--- src/rtl/hwlp_ctrl.sv ---
// hwlp_ctrl: hardware-loop nest sequencer producing one IV tuple per cycle,
// with last/end flags and an RF enable that stays high through a drain window.
module hwlp_ctrl #(
    parameter int N_LP         = 2,
    parameter int NBIT_LP_IV   = 8,
    parameter int HWLP_RF_SIZE = 4
) (
    input  logic                         clk_i,
    input  logic                         rst_n_i,
    input  logic                         start_i,
    input  logic                         clear_i,
    input  logic                         stall_i,
    input  logic [N_LP*NBIT_LP_IV-1:0]   lp_init_i,
    input  logic [N_LP*NBIT_LP_IV-1:0]   lp_bound_i,
    input  logic [N_LP*NBIT_LP_IV-1:0]   lp_stride_i,
    output logic                         rf_en_o,
    output logic                         hwlp_valid_o,
    output logic [N_LP*NBIT_LP_IV-1:0]   loop_vars_o,
    output logic [N_LP-1:0]              end_condition_lp_o,
    output logic                         end_lp_o,
    output logic                         busy_o,
    output logic                         done_o
);
    localparam int W  = NBIT_LP_IV;
    localparam int DW = (HWLP_RF_SIZE > 2) ? $clog2(HWLP_RF_SIZE) : 1;

    typedef enum logic [1:0] {IDLE, RUN, DRAIN} state_t;

    state_t                   r_state, w_next;
    logic [N_LP-1:0][W-1:0]   r_iv, r_init, r_bound, r_stride, w_iv_next, w_stride_in;
    logic [N_LP-1:0]          w_last, w_step, w_init_ge;
    logic [DW-1:0]            r_drain;
    logic                     r_done, w_run, w_valid, w_end, w_drain_end;

    for (genvar k = 0; k < N_LP; k++) begin : g_lp
        localparam logic [N_LP-1:0] LOW = N_LP'((64'd1 << k) - 64'd1);
        // sum in W+1 bits so an overflowing step counts as the last value
        assign w_last[k]      = ({1'b0, r_iv[k]} + {1'b0, r_stride[k]}) >= {1'b0, r_bound[k]};
        assign w_step[k]      = &(w_last | ~LOW);
        assign w_iv_next[k]   = w_step[k] ? (w_last[k] ? r_init[k] : r_iv[k] + r_stride[k]) : r_iv[k];
        assign w_stride_in[k] = (lp_stride_i[k*W +: W] == '0) ? W'(1) : lp_stride_i[k*W +: W];
        assign w_init_ge[k]   = lp_init_i[k*W +: W] >= lp_bound_i[k*W +: W];
    end

    assign w_run       = r_state == RUN;
    assign w_valid     = w_run && !stall_i;
    assign w_end       = w_valid && (&w_last);
    assign w_drain_end = (r_state == DRAIN) && (r_drain == DW'(HWLP_RF_SIZE - 2));

    assign rf_en_o            = r_state != IDLE;
    assign busy_o             = r_state != IDLE;
    assign hwlp_valid_o       = w_valid;
    assign loop_vars_o        = w_run ? r_iv : '0;
    assign end_condition_lp_o = w_valid ? w_last : '0;
    assign end_lp_o           = w_end;
    assign done_o             = r_done;

    always_comb begin
        w_next = r_state;
        if (clear_i)
            w_next = IDLE;
        else if (r_state == IDLE && start_i)
            w_next = (|w_init_ge) ? DRAIN : RUN;
        else if (w_end)
            w_next = DRAIN;
        else if (w_drain_end)
            w_next = IDLE;
    end

    always_ff @(posedge clk_i or negedge rst_n_i) begin
        if (!rst_n_i) begin
            r_state  <= IDLE;
            r_iv     <= '0;
            r_init   <= '0;
            r_bound  <= '0;
            r_stride <= '0;
            r_drain  <= '0;
            r_done   <= 1'b0;
        end else begin
            r_state <= w_next;
            r_done  <= w_drain_end && !clear_i;
            r_drain <= (r_state == DRAIN) ? r_drain + 1'b1 : '0;
            if (r_state == IDLE && start_i && !clear_i) begin
                r_init   <= lp_init_i;
                r_bound  <= lp_bound_i;
                r_stride <= w_stride_in;
                r_iv     <= lp_init_i;
            end else if (w_valid && !w_end) begin
                r_iv <= w_iv_next;
            end
        end
    end
endmodule
--- config.mk ---
export PLATFORM = sky130hd
export DESIGN_NAME = hwlp_ctrl
export DESIGN_NICKNAME = d
export VERILOG_FILES = /design/src/rtl/hwlp_ctrl.sv
export SDC_FILE = /design/constraint.sdc
export NUM_CORES = 1
export LEC_CHECK = 0
export ABC_AREA = 1
export BUFFER_PORTS_ARGS = -buffer_cell sky130_fd_sc_hd__buf_2
export CAP_MARGIN = 20
export CORE_MARGIN = 8
export CORE_UTILIZATION = 52
export CTS_CLUSTER_SIZE = 25
export DETAILED_ROUTE_END_ITERATION = 16
export GPL_ROUTABILITY_DRIVEN = 0
export PLACE_DENSITY = 0.81
export SYNTH_ARGS = -nofsm -noshare
export SYNTH_HDL_FRONTEND = slang
export SYNTH_SLANG_ARGS = --single-unit
--- constraint.sdc ---
create_clock -name clk_i -period 2.9 [get_ports clk_i]
set_input_delay 0.29 -clock clk_i [delete_from_list [all_inputs] [get_ports clk_i]]
set_output_delay 0.29 -clock clk_i [all_outputs]
set_load 0.02 [all_outputs]
# Word-level counts from Yosys, hierarchy flattened
# Cells that the tools add are included.
[word_totals]
out_inout_bits = 23
inputBits = 53
register_bits = 69
[op_classes]
n_eq_ne = 3
n_reduce_logical = 20
n_lt_le_gt_ge = 4
addsub = 5
muxes = 15
[op_table]
columns = ["operator", "n"]
rows = [
  ["$mux 16", 3],
  ["$mux 8", 5],
  ["$add 8x8->9", 2],
  ["$ge 9x8->1", 2],
  ["$add 8x8->8", 2],
  ["$ge 8x8->1", 2],
  ["$logic_not 8->1", 2],
  ["$mux 2", 7],
  ["$logic_and 1x1->1", 7],
  ["$reduce_bool 2->1", 3],
  ["$eq 2x2->1 const B", 2],
  ["$reduce_and 2->1", 2],
  ["$reduce_bool 4->1", 1],
  ["$logic_not 1->1", 3],
  ["$add 2x1->2 const B", 1],
  ["$eq 2x1->1 const B", 1],
  ["$logic_not 2->1", 1],
  ["$reduce_or 2->1", 1],
]

# Depth between registers and ports, before layout
[logic_depth]
depth_word = 8
depth_mapped = 22
mapped_depth_nobuf = 22

# Least setup slack after synthesis
# Ideal clock, no wire load.
[synth_timing]
kind = "flip-flop to output port"
from = "register r_iv[8] (netlist bit)"
to = "output port end_condition_lp_o[1]"
arrival_ps = 2743
stages_incl_launch_ff = 14
required_ps = 2610
n_path_buf = 0
slack_ps = -133
cell_sequence = "dfrtp_1 > ha_1 > fa_1 > nand3_1 > nand3_2 > a21oi_2 > xor2_1 > ha_1 > nand2_1 > o21ai_0 > nand2_1 > nand3_1 > nor2_4 > nor3_1"
[synth_between]
elab_chain_len = 3
[synth_lines]
columns = ["item", "line_no", "source"]
rows = [
  ["start: declaration", "30", "logic [N_LP-1:0][W-1:0] r_iv, r_init, r_bound, r_stride, w_iv_next, w_stride_in;"],
  ["start signal: assignment", "87", "r_iv <= lp_init_i;"],
  ["start signal: assignment", "89", "r_iv <= w_iv_next;"],
  ["$add 8x8->9", "38", "assign w_last[k] = ({1'b0, r_iv[k]} + {1'b0, r_stride[k]}) >= {1'b0, r_bound[k]};"],
  ["$ge 9x8->1", "38", ""],
  ["$mux 2", "54", "assign end_condition_lp_o = w_valid ? w_last : '0;"],
  ["end: declaration", "19", "output logic [N_LP-1:0] end_condition_lp_o,"],
]
# Every way passes these cells.

# Final worst setup path
[layout_timing]
from = "register r_iv[0] (netlist bit)"
to = "output port end_lp_o"
[layout_between]
elab_chain_len = 4
[layout_lines]
columns = ["item", "line_no", "source"]
rows = [
  ["$add 8x8->9", "38", ""],
  ["$ge 9x8->1", "38", ""],
  ["$reduce_and 2->1", "47", "assign w_end = w_valid && (&w_last);"],
  ["$logic_and 1x1->1", "47", ""],
  ["end: declaration", "20", "output logic end_lp_o,"],
]
# Every way passes these cells.

==> impl_metrics.toml <==
[timing]
fin_worst_skew_ns = 0.0108
relSlewSlack = 0.352
rsz0062_at_grt = "yes"
setup_viol = 19
setup_ws_ns = -0.464
slew_violations = 0
worst_pin_slew_ns = 0.971
fin_crit_ns = 3.36
fmax_mhz = 297
hold_ws_ns = 0.149
hold_viol = 0
post-route-period-util = 1.16

[synthesis]
syn_inst = 650
yosysMostFrequentCell = "nand2_1"
synthTopCellsByArea = "dfrtp_1 36%, nand2_1 17%, ha_1 13%"
synth.cell_area_um2 = 4710
ys.flop_type = "dfrtp_1"
ys_seq_area_frac = 0.356
yosysWarnings = 0
syn_nets = 754
syn_area_per_cell_um2 = 7.25
async_reset_ff_frac = 1.00
yosys.area.top_type = "dfrtp_1"
synth_top_area_frac = 0.356
synth.ff_latch_count = 67
ys_types = 37
synth_edf_count = 0
synth_commonest_cells = "217 x nand2_1, 118 x inv_1, 67 x dfrtp_1, 49 x ha_1, 41 x o21ai_0"

[power_and_ir_drop]
p_total_mw = 7.54
ir_drop_mv = 0.908
p_per_area_nw_per_um2 = 1250
p_clk_frac = 0.097
p_seq_frac = 0.189
p_comb_frac = 0.713
leakagePower_nw = 3.46
p_sw_mw = 3.65
switching_share = 0.484
intPower_mw = 3.89

[routing]
drt_wl_total_mm = 13.6
drt_first_pass_iters = 5
viasPerCell = 5.37
ant_nets = 0
wl_per_cell_um = 15.5
dr.first_iter.drc_count = 262
vias = 4709
drc = 0

[floorplanning]
die_h_um = 111
rows = 34
start_util = 0.538
coreArea_um2 = 8760
dieArea_um2 = 12400
fp.dieW_um = 111
ioPinCount = 76

[cells_and_area]
nNetsFinal = 869
antenna_cells = 0
syn_to_final_growth_pct = 28.2
design_area_um2 = 6040
drive_above_1_share = 0.287

[setup_path]
crit_fanout = 4
cpPeakStageDelay_ns = 0.39
cpMostUsedCell = "nand2_2"
cp_data_required_time_ns = 2.61
cp_cell_sequence = "ha_2, buf_4, nand3_1, nand3_2, xnor2_2, inv_1, ha_4, nand2_4, nor2_4, nand2_2, nand3_2, nand2_2, nand2_2, nand2_2, nand3_2, nand2_2, inv_2, nand2_4, inv_2, buf_6"
crit_path_top_delay_cell = "dfrtp_1"
cp.arrival_ns = 3.07
critical_path.startpoint_type = "flop"
crit_family = "simple AND/OR/NAND/NOR gates"
end_kind = "output pin"
critPathBufInv = 5
critical_path_class = "flop to output pin"

[place]
place_area_um2 = 5350
place_ws_ns = -0.306
dp_hpwl_mm = 9.39
port_buffers = 75

[cts]
htreeDepth = 3
clock_sinks = 67
clock_path_buffers = 2
cts_buffers = 9
clkLatencyLatePin_ns = 0.35
cts-root-buf = "clkbuf_8"
tritoncts = "yes"
path_clk_slew_ns = 0.07

[flow_run]
drv_cap = 0

[global_routing]
grt_pass1_vias = 4894
grt_pass1_wl_mm = 21.5
antenna_found_initial = 0
grt_max_degree = 69
grt_usage = 0.209
grt.overflow.total = 0

[run_status]
status = "complete, but fails checks"
violations = "setup timing"

[worst_hold_path]
hp-class = "primary input to flop"
sequential cells by signal, indices dropped and copies added (netlist names):
signal,flops
done_o,1
r_bound,16
r_drain,2
r_init,14
r_iv,16
r_state,2
r_stride,16
cell usage in the layout (no fill, tap or decap), types with 5 or more instances in the layout:
master    count
xor2_2        5
nor2_1       29
nand3_2      13
ha_1         41
nand3_4       5
o21ai_0      39
buf_4        36
inv_2         9
nand3_1      21
nand2_2      26
nand4_1      11
buf_2        72
dfrtp_1      66
ha_4          6
a21oi_1      15
nand2_1     194
inv_1       113
clkbuf_8     12
buf_6         7
cell families after synthesis:
kind of cell,count (synthesis),synth area share
AND/OR/NAND/NOR,316,0.294
flip-flops,67,0.356
XOR/XNOR,7,0.0130
adder cells (fa/ha/maj),51,0.139
AO/OA/AOI/OAI,69,0.0818
buffers and inverters,140,0.117
routing by layer:
layer	wire (µm)	vias to the layer above	GRT usage
met2	7290	173	0.395
met4	615	0	0.108
li1	-	2251	-
met1	4940	2231	0.208
met3	725	54	0.0444
met5	0	-	0
path summary, 6_finish.rpt:
| check | slack (ns) | start | depth (start not counted) | to |
|---|---|---|---|---|
| worst max register to register | -0.31 | r_stride[8]$_DFFE_PN0P_ | 19 | r_iv[12]$_DFFE_PN0P_ |
| worst max-delay path | -0.46 | r_iv[0]$_DFFE_PN0P_ | 20 | end_lp_o |
| min in group asynchronous | 0.45 | rst_n_i | 2 | done_o$_DFF_PN0_ |
| worst min register to register | 0.42 | r_drain[0]$_DFF_PN0_ | 1 | r_drain[0]$_DFF_PN0_ |
| worst min-delay path | 0.15 | lp_stride_i[15] | 3 | r_stride[15]$_DFFE_PN0P_ |
| max in group asynchronous | 1.72 | rst_n_i | 3 | r_iv[9]$_DFFE_PN0P_ |
stage by stage:
stage	std cells	setup TNS (ns)	util
after detailed placement	842	-4.39	0.610
final	877	-5.05	0.689
after floorplan	650	0	-
after CTS	872	-4.44	0.662
after global placement	842	-1.54	0.610
after global routing	877	-7.84	0.689
layout make-up:
cell class / instances / area, µm²
Multi-Input combinational cell: 444 / 2830
Fill cell: 684 / 2720
Sequential cell: 67 / 1680
Timing Repair Buffer: 117 / 734
Inverter: 126 / 488
Clock buffer: 13 / 169
Tap cell: 108 / 135
Clock inverter: 2 / 10.0
tightest hold or removal path: stages:
cell and delay [ns]:
buf_2 0.09, nand2_1 0.04, nand2_1 0.05
timing repair:
item / in CTS / in global routing
setup buffers: 16 / 7
setup endpoints to repair: 21 / 21
pin swaps: 30 / 28
cloned: 0 / 1
hold endpoints to repair: 21 / 0
hold buffers: 1 / 0
resized for setup: 38 / 50
power groups by stage:
| stage | sequential (mW) | combinational (mW) | clock, mW |
|---|---|---|---|
| 6_report | 1.43 | 5.38 | 0.735 |
| 3_5_place_dp | 1.43 | 3.84 | 0 |
| 3_3_place_gp | 1.41 | 3.67 | 0 |
| 4_1_cts | 1.41 | 4.64 | 0.736 |
| 5_1_grt | 1.46 | 5.89 | 0.779 |
| 2_1_floorplan | 1.37 | 2.76 | 0 |
Note: power is estimated with default switching activity, not from simulation.
